==> src/rtl/program_loader.sv <==
`default_nettype none

`ifndef HALT_INST
`define HALT_INST 16'hF000
`endif

// ============================================================================
// Module      : program_loader
// Description : Boot/run controller that sits between a host word stream and
//               the program/data memories of a small computer core. While the
//               core is held in reset it optionally clears both memories,
//               then accepts tagged words over a valid/ready handshake and
//               writes them into the selected memory. It then releases the
//               core and supervises it until halt or a cycle budget expires.
//
// Ports       : clock, reset          - rising-edge clock, async active-high
//               start                 - begin a sequence (IDLE/DONE only)
//               load_valid/ready      - stream handshake
//               load_target           - 0 = program memory, 1 = data memory
//               load_address/data     - beat address and word
//               load_last             - final beat of the stream
//               core_halted           - core has executed HALT
//               prog_write_*          - program memory write port
//               data_write_*          - data memory write port
//               core_reset            - active-high reset to the core
//               busy/done/timeout     - sequence status
//               cycle_count           - RUN cycles with the core released
//
// Revision    : 1.0 - initial release
// ============================================================================
module program_loader #(
    parameter int                    INST_WIDTH      = 16,
    parameter int                    DATA_WIDTH      = 32,
    parameter int                    PROG_ADDR_WIDTH = 6,
    parameter int                    DATA_ADDR_WIDTH = 6,
    parameter logic [INST_WIDTH-1:0] HALT_WORD       = `HALT_INST,
    parameter int                    CLEAR_ENABLE    = 1,
    parameter int                    MAX_RUN_CYCLES  = 50,
    parameter int                    COUNT_WIDTH     = 16,
    localparam int                   LOAD_ADDR_WIDTH =
        (PROG_ADDR_WIDTH > DATA_ADDR_WIDTH) ? PROG_ADDR_WIDTH : DATA_ADDR_WIDTH
) (
    input  logic                       clock,
    input  logic                       reset,
    input  logic                       start,
    input  logic                       load_valid,
    output logic                       load_ready,
    input  logic                       load_target,
    input  logic [LOAD_ADDR_WIDTH-1:0] load_address,
    input  logic [DATA_WIDTH-1:0]      load_data,
    input  logic                       load_last,
    input  logic                       core_halted,
    output logic                       prog_write_enable,
    output logic [PROG_ADDR_WIDTH-1:0] prog_write_address,
    output logic [INST_WIDTH-1:0]      prog_write_data,
    output logic                       data_write_enable,
    output logic [DATA_ADDR_WIDTH-1:0] data_write_address,
    output logic [DATA_WIDTH-1:0]      data_write_data,
    output logic                       core_reset,
    output logic                       busy,
    output logic                       done,
    output logic                       timeout,
    output logic [COUNT_WIDTH-1:0]     cycle_count
);

    typedef enum logic [2:0] {
        S_IDLE  = 3'd0,
        S_CLEAR = 3'd1,
        S_LOAD  = 3'd2,
        S_RUN   = 3'd3,
        S_DONE  = 3'd4
    } state_t;

    localparam logic [COUNT_WIDTH-1:0] c_run_limit = COUNT_WIDTH'(MAX_RUN_CYCLES);

    state_t                      r_state;
    state_t                      w_next;
    logic [LOAD_ADDR_WIDTH-1:0]  r_clear_idx;
    logic                        r_run_active;
    logic [COUNT_WIDTH-1:0]      r_cycle_count;
    logic                        r_timeout;

    logic                        r_prog_we;
    logic [PROG_ADDR_WIDTH-1:0]  r_prog_addr;
    logic [INST_WIDTH-1:0]       r_prog_data;
    logic                        r_data_we;
    logic [DATA_ADDR_WIDTH-1:0]  r_data_addr;
    logic [DATA_WIDTH-1:0]       r_data_data;

    logic w_accept;
    logic w_start_seq;
    logic w_clear_last;
    logic w_in_clear;
    logic w_clear_prog;
    logic w_clear_data;
    logic w_limit_hit;

    assign load_ready   = (r_state == S_LOAD);
    assign w_accept     = load_valid && load_ready;
    assign w_start_seq  = start && ((r_state == S_IDLE) || (r_state == S_DONE));
    assign w_clear_last = (r_clear_idx == '1);
    assign w_in_clear   = (r_state == S_CLEAR);
    // The clear index sweeps the larger memory; the smaller one is only
    // written while the index still fits inside its address range.
    assign w_clear_prog = ((r_clear_idx >> PROG_ADDR_WIDTH) == '0);
    assign w_clear_data = ((r_clear_idx >> DATA_ADDR_WIDTH) == '0);
    assign w_limit_hit  = (r_cycle_count == c_run_limit);

    always_comb begin
        w_next = r_state;
        case (r_state)
            S_IDLE, S_DONE: begin
                if (start) begin
                    w_next = (CLEAR_ENABLE != 0) ? S_CLEAR : S_LOAD;
                end
            end
            S_CLEAR: begin
                if (w_clear_last) begin
                    w_next = S_LOAD;
                end
            end
            S_LOAD: begin
                if (w_accept && load_last) begin
                    w_next = S_RUN;
                end
            end
            S_RUN: begin
                if (core_halted || w_limit_hit) begin
                    w_next = S_DONE;
                end
            end
            default: w_next = S_IDLE;
        endcase
    end

    always_ff @(posedge clock or posedge reset) begin
        if (reset) begin
            r_state       <= S_IDLE;
            r_clear_idx   <= '0;
            r_run_active  <= 1'b0;
            r_cycle_count <= '0;
            r_timeout     <= 1'b0;
            r_prog_we     <= 1'b0;
            r_prog_addr   <= '0;
            r_prog_data   <= '0;
            r_data_we     <= 1'b0;
            r_data_addr   <= '0;
            r_data_data   <= '0;
        end else begin
            r_state     <= w_next;
            r_clear_idx <= w_in_clear ? (r_clear_idx + LOAD_ADDR_WIDTH'(1)) : '0;

            // The first RUN cycle keeps the core in reset so the write of the
            // last beat lands before the core starts fetching.
            r_run_active <= (r_state == S_RUN) && (w_next == S_RUN);

            if (w_start_seq) begin
                r_cycle_count <= '0;
            end else if ((r_state == S_LOAD) && (w_next == S_RUN)) begin
                r_cycle_count <= '0;
            end else if ((r_state == S_RUN) && r_run_active && (w_next == S_RUN)
                         && (r_cycle_count != '1)) begin
                r_cycle_count <= r_cycle_count + COUNT_WIDTH'(1);
            end

            // Halt takes priority over an expiring budget in the same cycle.
            if (w_start_seq) begin
                r_timeout <= 1'b0;
            end else if ((r_state == S_RUN) && (w_next == S_DONE)) begin
                r_timeout <= !core_halted;
            end

            r_prog_we <= w_accept && !load_target;
            r_data_we <= w_accept && load_target;
            if (w_accept && !load_target) begin
                r_prog_addr <= load_address[PROG_ADDR_WIDTH-1:0];
                r_prog_data <= load_data[INST_WIDTH-1:0];
            end
            if (w_accept && load_target) begin
                r_data_addr <= load_address[DATA_ADDR_WIDTH-1:0];
                r_data_data <= load_data;
            end
        end
    end

    assign prog_write_enable  = (w_in_clear && w_clear_prog) || r_prog_we;
    assign prog_write_address = w_in_clear ? r_clear_idx[PROG_ADDR_WIDTH-1:0] : r_prog_addr;
    assign prog_write_data    = w_in_clear ? HALT_WORD : r_prog_data;
    assign data_write_enable  = (w_in_clear && w_clear_data) || r_data_we;
    assign data_write_address = w_in_clear ? r_clear_idx[DATA_ADDR_WIDTH-1:0] : r_data_addr;
    assign data_write_data    = w_in_clear ? '0 : r_data_data;

    assign core_reset  = !(((r_state == S_RUN) && r_run_active) || (r_state == S_DONE));
    assign busy        = (r_state == S_CLEAR) || (r_state == S_LOAD) || (r_state == S_RUN);
    assign done        = (r_state == S_DONE);
    assign timeout     = r_timeout;
    assign cycle_count = r_cycle_count;

endmodule

`default_nettype wire

==> config.mk <==
export PLATFORM = sky130hd
export DESIGN_NAME = program_loader
export DESIGN_NICKNAME = d
export VERILOG_FILES = /design/src/rtl/program_loader.sv
export SDC_FILE = /design/constraint.sdc
export NUM_CORES = 1
export LEC_CHECK = 0
export BUFFER_PORTS_ARGS = -buffer_cell sky130_fd_sc_hd__buf_2
export CORE_AREA = 10 10 99 101
export CTS_CLUSTER_DIAMETER = 60
export DETAILED_ROUTE_END_ITERATION = 8
export DIE_AREA = 0 0 109 111
export PLACE_DENSITY = 0.79
export SLEW_MARGIN = 20
export SYNTH_ARGS = -nofsm -noshare
export SYNTH_HDL_FRONTEND = slang
export SYNTH_SLANG_ARGS = --single-unit
==> constraint.sdc <==
create_clock -name clock -period 4.25 [get_ports clock]
set_input_delay 0.425 -clock clock [delete_from_list [all_inputs] [get_ports clock]]
set_output_delay 0.425 -clock clock [all_outputs]
set_load 0.01 [all_outputs]
==> results of run 1 <==
==> cell families after synthesis <==
kind of cell             Yosys count  share of synthesized area, %
buffers and inverters             30                         2.851
multiplexers                      25                         6.593
AO/OA/AOI/OAI                     26                         4.337
adder cells (fa/ha/maj)            3                        0.8911
flip-flops                        89                         52.87
XOR/XNOR                           8                         1.663
AND/OR/NAND/NOR                  267                         30.80
==> stage by stage <==
stage,instances,cell area [um^2],util [%]
finish,676,5126,64.33
global route,676,5126,64.33
CTS,676,5120,64.25
detailed placement,660,4920,61.74
global placement,660,4915,61.67
floorplan,448,4213,-
==> state kept, by name, summed over array words and instances (netlist names) <==
signal	count
r_data_addr	6
cycle_count	16
r_run_active	1
r_prog_data	16
timeout	1
r_prog_addr	6
r_state	3
r_clear_idx	6
r_data_data	32
r_data_we	1
r_prog_we	1
==> worst register-to-register path: stages (launching register included) <==
cell	delay, ns
dfrtp_1	0.45
inv_1	0.07
ha_1	0.19
nor3b_1	0.16
a41oi_4	0.32
nand4_4	0.26
or4_1	0.56
a21oi_1	0.16
==> final cells by class <==
cell class / instances / share of cell area, %
well taps: 105 / 2.563
clock buffers: 9 / 2.416
clock inverters: 7 / 1.489
repair buffers: 130 / 12.84
inverters: 7 / 0.5614
flip-flops and latches: 89 / 43.45
multi-input cells: 329 / 36.69
==> power by group through the flow <==
stage	logic, mW	clock network, mW	registers (mW)
finish	0.387	0.590	0.976
global route	0.433	0.636	0.985
CTS	0.394	0.598	0.974
detailed placement	0.395	0	0.989
global placement	0.386	0	0.987
floorplan	0.248	0	0.968
==> Yosys cell counts (2+ instances only) <==
| library cell | n | area, um^2 |
|---|---|---|
| or4_1 | 4 | 30.03 |
| nand2_1 | 157 | 589.3 |
| mux2i_1 | 3 | 30.03 |
| nand3_1 | 6 | 30.03 |
| buf_2 | 6 | 30.03 |
| inv_1 | 6 | 22.52 |
| xor2_1 | 3 | 26.28 |
| o21ai_1 | 2 | 10.01 |
| o31ai_1 | 4 | 30.03 |
| nand4_1 | 4 | 25.02 |
| and3_1 | 6 | 37.54 |
| and2_1 | 46 | 287.8 |
| ha_1 | 3 | 37.54 |
| a21oi_1 | 10 | 50.05 |
| nand2b_1 | 7 | 43.79 |
| clkbuf_1 | 16 | 60.06 |
| xnor2_1 | 5 | 43.79 |
| mux2_2 | 22 | 247.7 |
| dfrtp_1 | 89 | 2227 |
| and4_1 | 3 | 26.28 |
| nor2_1 | 16 | 60.06 |
| nor4_1 | 2 | 12.51 |
| nand4b_1 | 2 | 17.52 |
| or3_1 | 7 | 43.79 |
| o21ai_0 | 2 | 10.01 |
==> path summary, 6_finish.rpt <==
path                                 from            endpoint  depth (start not counted)
min reg2reg                r_data_data[3]      r_data_data[3]                          2
max in group asynchronous           reset     r_data_data[18]                          3
max reg2reg                cycle_count[0]     cycle_count[11]                          7
max                            r_state[2]  data_write_data[0]                          4
min in group clock          load_data[19]     r_data_data[19]                          3
min                                 reset     r_data_data[16]                          2
==> routing by layer <==
layer | up-vias | share of wire (%) | global-route usage (%)
li1 | 1696 | - | -
met2 | 122 | 46 | 26.97
met3 | 12 | 10 | 6.628
met4 | 0 | 1.4 | 5.365
met1 | 1664 | 43 | 22.63
met5 | - | 0 | 0
==> impl_results.md, run 1 <==
- Core Region: 7969 um^2
- Routed WL per cell: 15.83 um
- Min Tclk post-route: 2.390 ns
- Pre-antenna DRT Iters: 4
- Post-synthesis cell type count: 42
- Ys async rst share: 100.0%
- Post-synthesis register bit count: 89
- Sequential share of the synthesized area: 52.87%
- Global-route wire length before repair: 17.50 mm
- Setup Fix Bufs, Post-CTS: 0
- Most common cell after layout, fill and taps aside: nand2_1
- Worst slack, placed: 1.952 ns
- Tcrit/Tclk final: 56.23%
- GRT Residual Overflow: 0
- Peak supply drop: 0.1843 mV
- Filler instances: 649
- Worst hold margin: 0.1884 ns
- CTS Buf Count: 9
- Root Buffer: clkbuf_8
- Largest fanout on the critical path: 68
- RSZ-0062 raised after global routing: false
- Crit path max-delay cell type: dfrtp_1
- Final HPWL from detailed placement: 7.562 mm
- Synth-to-Final Area Change: 21.68%
- Clock Tree Buf Depth: 2
- CP Capture Type: output port
- CTS HTree Levels: 3
- Comb power frac: 19.8%
- Initial antenna violation count: 0
- Clk sinks: 89
- Crit-path leading delay family: simple AND/OR/NAND/NOR gates
- Worst setup SP type: flip-flop
- Sequential share of power: 50.0%
- Psw: 613.4 uW
- DRT Wirelength: 10.70 mm
- Reg2reg setup slack: 2.00 ns
- Vias/cell: 5.169
- Worst Path Required: 3.83 ns
- Hold Crit Class: in2async
- Sum Neg Setup Slack: 0 ns
- Internal: 1.339 mW
- Final #Nets: 614
- Commonest cells after routing, fill and taps aside: nand2_1 (156), buf_2 (127), dfrtp_1 (89)
- Switch share: 31.41%
- Hold_buf cts: 0
- Final setup margin: 1.860 ns
- Synth Net Count: 496
- CP Cell Sequence: nor2_1 > nand2_4 > and2_1 > buf_2
- Max-Cap Viols: 0
- Status: finished clean
- # IOs: 128
- Antenna diode instance count: 0
- Clk_skew: 0.009842 ns
- Cells after synthesis: 448
- Antenna Nets Post-Route: 0
- Starting Density: 52.87%
- Register area: 2227 um^2
- Slew @ Worst Pin: 1.044 ns
- Worst-path clk slew: 0.09 ns
- DR DRC count: 0
- Largest net degree at the start of global routing: 69
- TritonCTS clock tree: yes
- Max incr delay on CP: 0.45 ns
- Cell Area, Synth: 4213 um^2
- Layout cells sized above 1: 30.82%
- Lkg Pwr: 2.863 nW
- CP Class: reg2out
- Vias in the first global route: 3,522
- CP Buf/Inv Count: 1
- Arr. time, crit path: 1.96 ns
- Final hold vios: 0
- Post-CTS sizing: 0
- Final setup violation count: 0
- Clk pwr share: 30.2%
- Syn_area_per_cell: 9.404 um^2
- Die width: 109 um
- Worst slew margin: 30.41%
- PD cells: 381.0 nW/um^2
- Number of synthesized flops with an enable pin: 0
- Clk_lat worst skew: 0.35 ns
- Slew Limit Fails: 0
- Fmax: 418.4 MHz
- GR Util All Layers: 17.68%
- Die height: 111 um
- Routed vias: 3,494
- Multi-input logic area: 1881 um^2
- IO buf count: 127
- Full die area: 12,100 um^2
- Syn. warnings: 0
- Power Total: 1.953 mW
- Row Count: 33
- DR iter-0 viols: 171
- Ys flop type: dfrtp_1
- RD Place Congestion: 0.8394
Power figures use the tool's default switching activity.
==> run 2, diff against run 1 <==
- CORE_AREA: 10 10 99 101 -> 10 10 107 109
- DIE_AREA: 0 0 109 111 -> 0 0 117 119
- PLACE_DENSITY: 0.79 -> 0.7
- clock period: 4.25 -> 2 ns (I/O delays scaled with it)
==> run 2 against run 1 <==
Compared with the run above:
- the flow now finishes with violations (negative setup slack)
- via count rose by 3.0%
- final area grew 6.7%
- sequential cell count unchanged
- register-to-register slack got worse by 2.0 ns
- first-iteration DRC count fell by 1.8%
- clock power up 130%
- final cell count grew 4.6%
- sequential share of layout area down 2.7 points
==> impl_results.md, run 2 (same netlist as run 1, synthesis figures left out) <==
- Final setup margin: -0.008428 ns
- Reg2Reg Depth: 7
- Failing checks: negative setup slack
- CP Buf/Inv Count: 1
- Slew Limit Fails: 0
- Routed vias: 3,599
- Largest net degree at the start of global routing: 55
- Most common cell after layout, fill and taps aside: nand2_1
- Crit-path leading delay family: simple AND/OR/NAND/NOR gates
- RSZ-0062 raised after global routing: true
- Pre-antenna DRT Iters: 6
- Final HPWL from detailed placement: 8.247 mm
- CP Class: reg2reg
- Full die area: 13,920 um^2
- Starting Density: 44.54%
- Clk_skew: 0.01007 ns
- Clk_lat worst skew: 0.35 ns
- Die width: 117 um
- Max incr delay on CP: 0.55 ns
- Slew @ Worst Pin: 0.4870 ns
- Final setup violation count: 1
- CP Cell Sequence: inv_2 > ha_4 > nor3b_4 > a41oi_4 > nand4_4 > or4_4 > a21oi_2
- Tcrit/Tclk final: 100.4%
- Core Region: 9459 um^2
- Root Buffer: clkbuf_8
- DR iter-0 viols: 168
- Die height: 119 um
- RD Place Congestion: 0.8600
- Layout cells sized above 1: 36.59%
- Vias/cell: 5.091
- CTS Buf Count: 9
- Clk sinks: 89
- Row Count: 36
- Worst hold margin: 0.03803 ns
- Worst slew margin: 67.24%
- Global-route wire length before repair: 18.77 mm
- Max-Cap Viols: 0
- Synth-to-Final Area Change: 29.85%
- Final #Nets: 637
- Commonest cells after routing, fill and taps aside: nand2_1 (156), buf_2 (127), dfrtp_1 (88)
- Initial antenna violation count: 1
- Worst setup SP type: flip-flop
- Routed WL per cell: 16.27 um
- Antenna diode instance count: 0
- Min Tclk post-route: 2.008 ns
- Power Total: 4.327 mW
- CTS HTree Levels: 3
- Crit path max-delay cell type: or4_4
- Status: complete, but fails checks
- Worst-path clk slew: 0.09 ns
- Lkg Pwr: 3.024 nW
- PD cells: 790.9 nW/um^2
- TritonCTS clock tree: yes
- Peak supply drop: 0.4174 mV
- Vias in the first global route: 3,678
- IO buf count: 127
- Fmax: 497.9 MHz
- Antenna Nets Post-Route: 0
- Worst Path Required: 2.29 ns
- WP depth: 7
- Largest fanout on the critical path: 6
- Arr. time, crit path: 2.30 ns
- Largest reg by FF count: r_data_data
- GR Util All Layers: 16.64%
- Hold path depth: 3
- GRT Residual Overflow: 0
- DRT Wirelength: 11.50 mm
- # IOs: 128
- Clock Tree Buf Depth: 2
- Max reg flops: 32
- Hold Crit Class: in2reg
- DR DRC count: 0
- CP Capture Type: flip-flop
- Final hold vios: 0
## run 2: repair_timing
action / in CTS / in global routing
pin swaps: 1 / 13
resized for setup: 3 / 20
hold buffers: 1 / 0
hold endpoints to repair: 14 / 0
buffers inserted: 2 / 1
cloned: 1 / 0
endpoints found under the setup margin: 10 / 64
## run 2: cell type report
cell class                      instances  area [um^2]
Clock buffer                           10        137.6
Tap cell                              114        142.6
Clock inverter                          5        80.08
Fill cell                             829         3989
Inverter                                7        30.03
Sequential cell                        89         2228
Multi-Input combinational cell        330         1972
Timing Repair Buffer                  152        879.6
## run 2: metal layers
metal  vias up  track usage, %  routed length (um)
li1       1745               -                   -
met1      1740           20.84                5033
met3        15           5.020                 805
met2        99           26.35                5468
met4         0           6.182                 196
met5         -               0                   0
## run 2: power by group
part           switching [mW]  internal [mW]  leakage (nW)  total (mW)
Combinational           0.542          0.369          1.70       0.911
Sequential              0.109           1.95          1.22        2.05
Clock                   0.632          0.729         0.104        1.36
## run 2: worst paths after layout
path                                start              end  slack, ns
setup reg to reg           cycle_count[0]  cycle_count[13]     -0.008
min in group asynchronous           reset   cycle_count[1]       0.41
setup / recovery           cycle_count[0]  cycle_count[13]     -0.008
hold reg to reg            r_data_data[2]   r_data_data[2]       0.47
max in group asynchronous           reset  cycle_count[15]       1.03
hold / removal              load_data[17]  r_data_data[17]       0.04
## run 2: tightest hold or removal path: cells and delay by family
kind	cells	cell delay (ns)
buffers and inverters	1	0.07
AND/OR/NAND/NOR	2	0.08
## run 2: metrics by stage
step,util [%],instance area [um^2],setup TNS (ns),cells,setup WS (ns)
finish,57.83,5470,-0.008428,707,-0.008428
global route,57.83,5470,-0.2519,707,-0.07820
CTS,56.92,5384,-0.007096,706,-0.007096
detailed placement,54.06,5114,-0.2489,687,-0.06428
global placement,54.06,5114,0,687,0.05322
floorplan,-,4217,0,448,0.03331
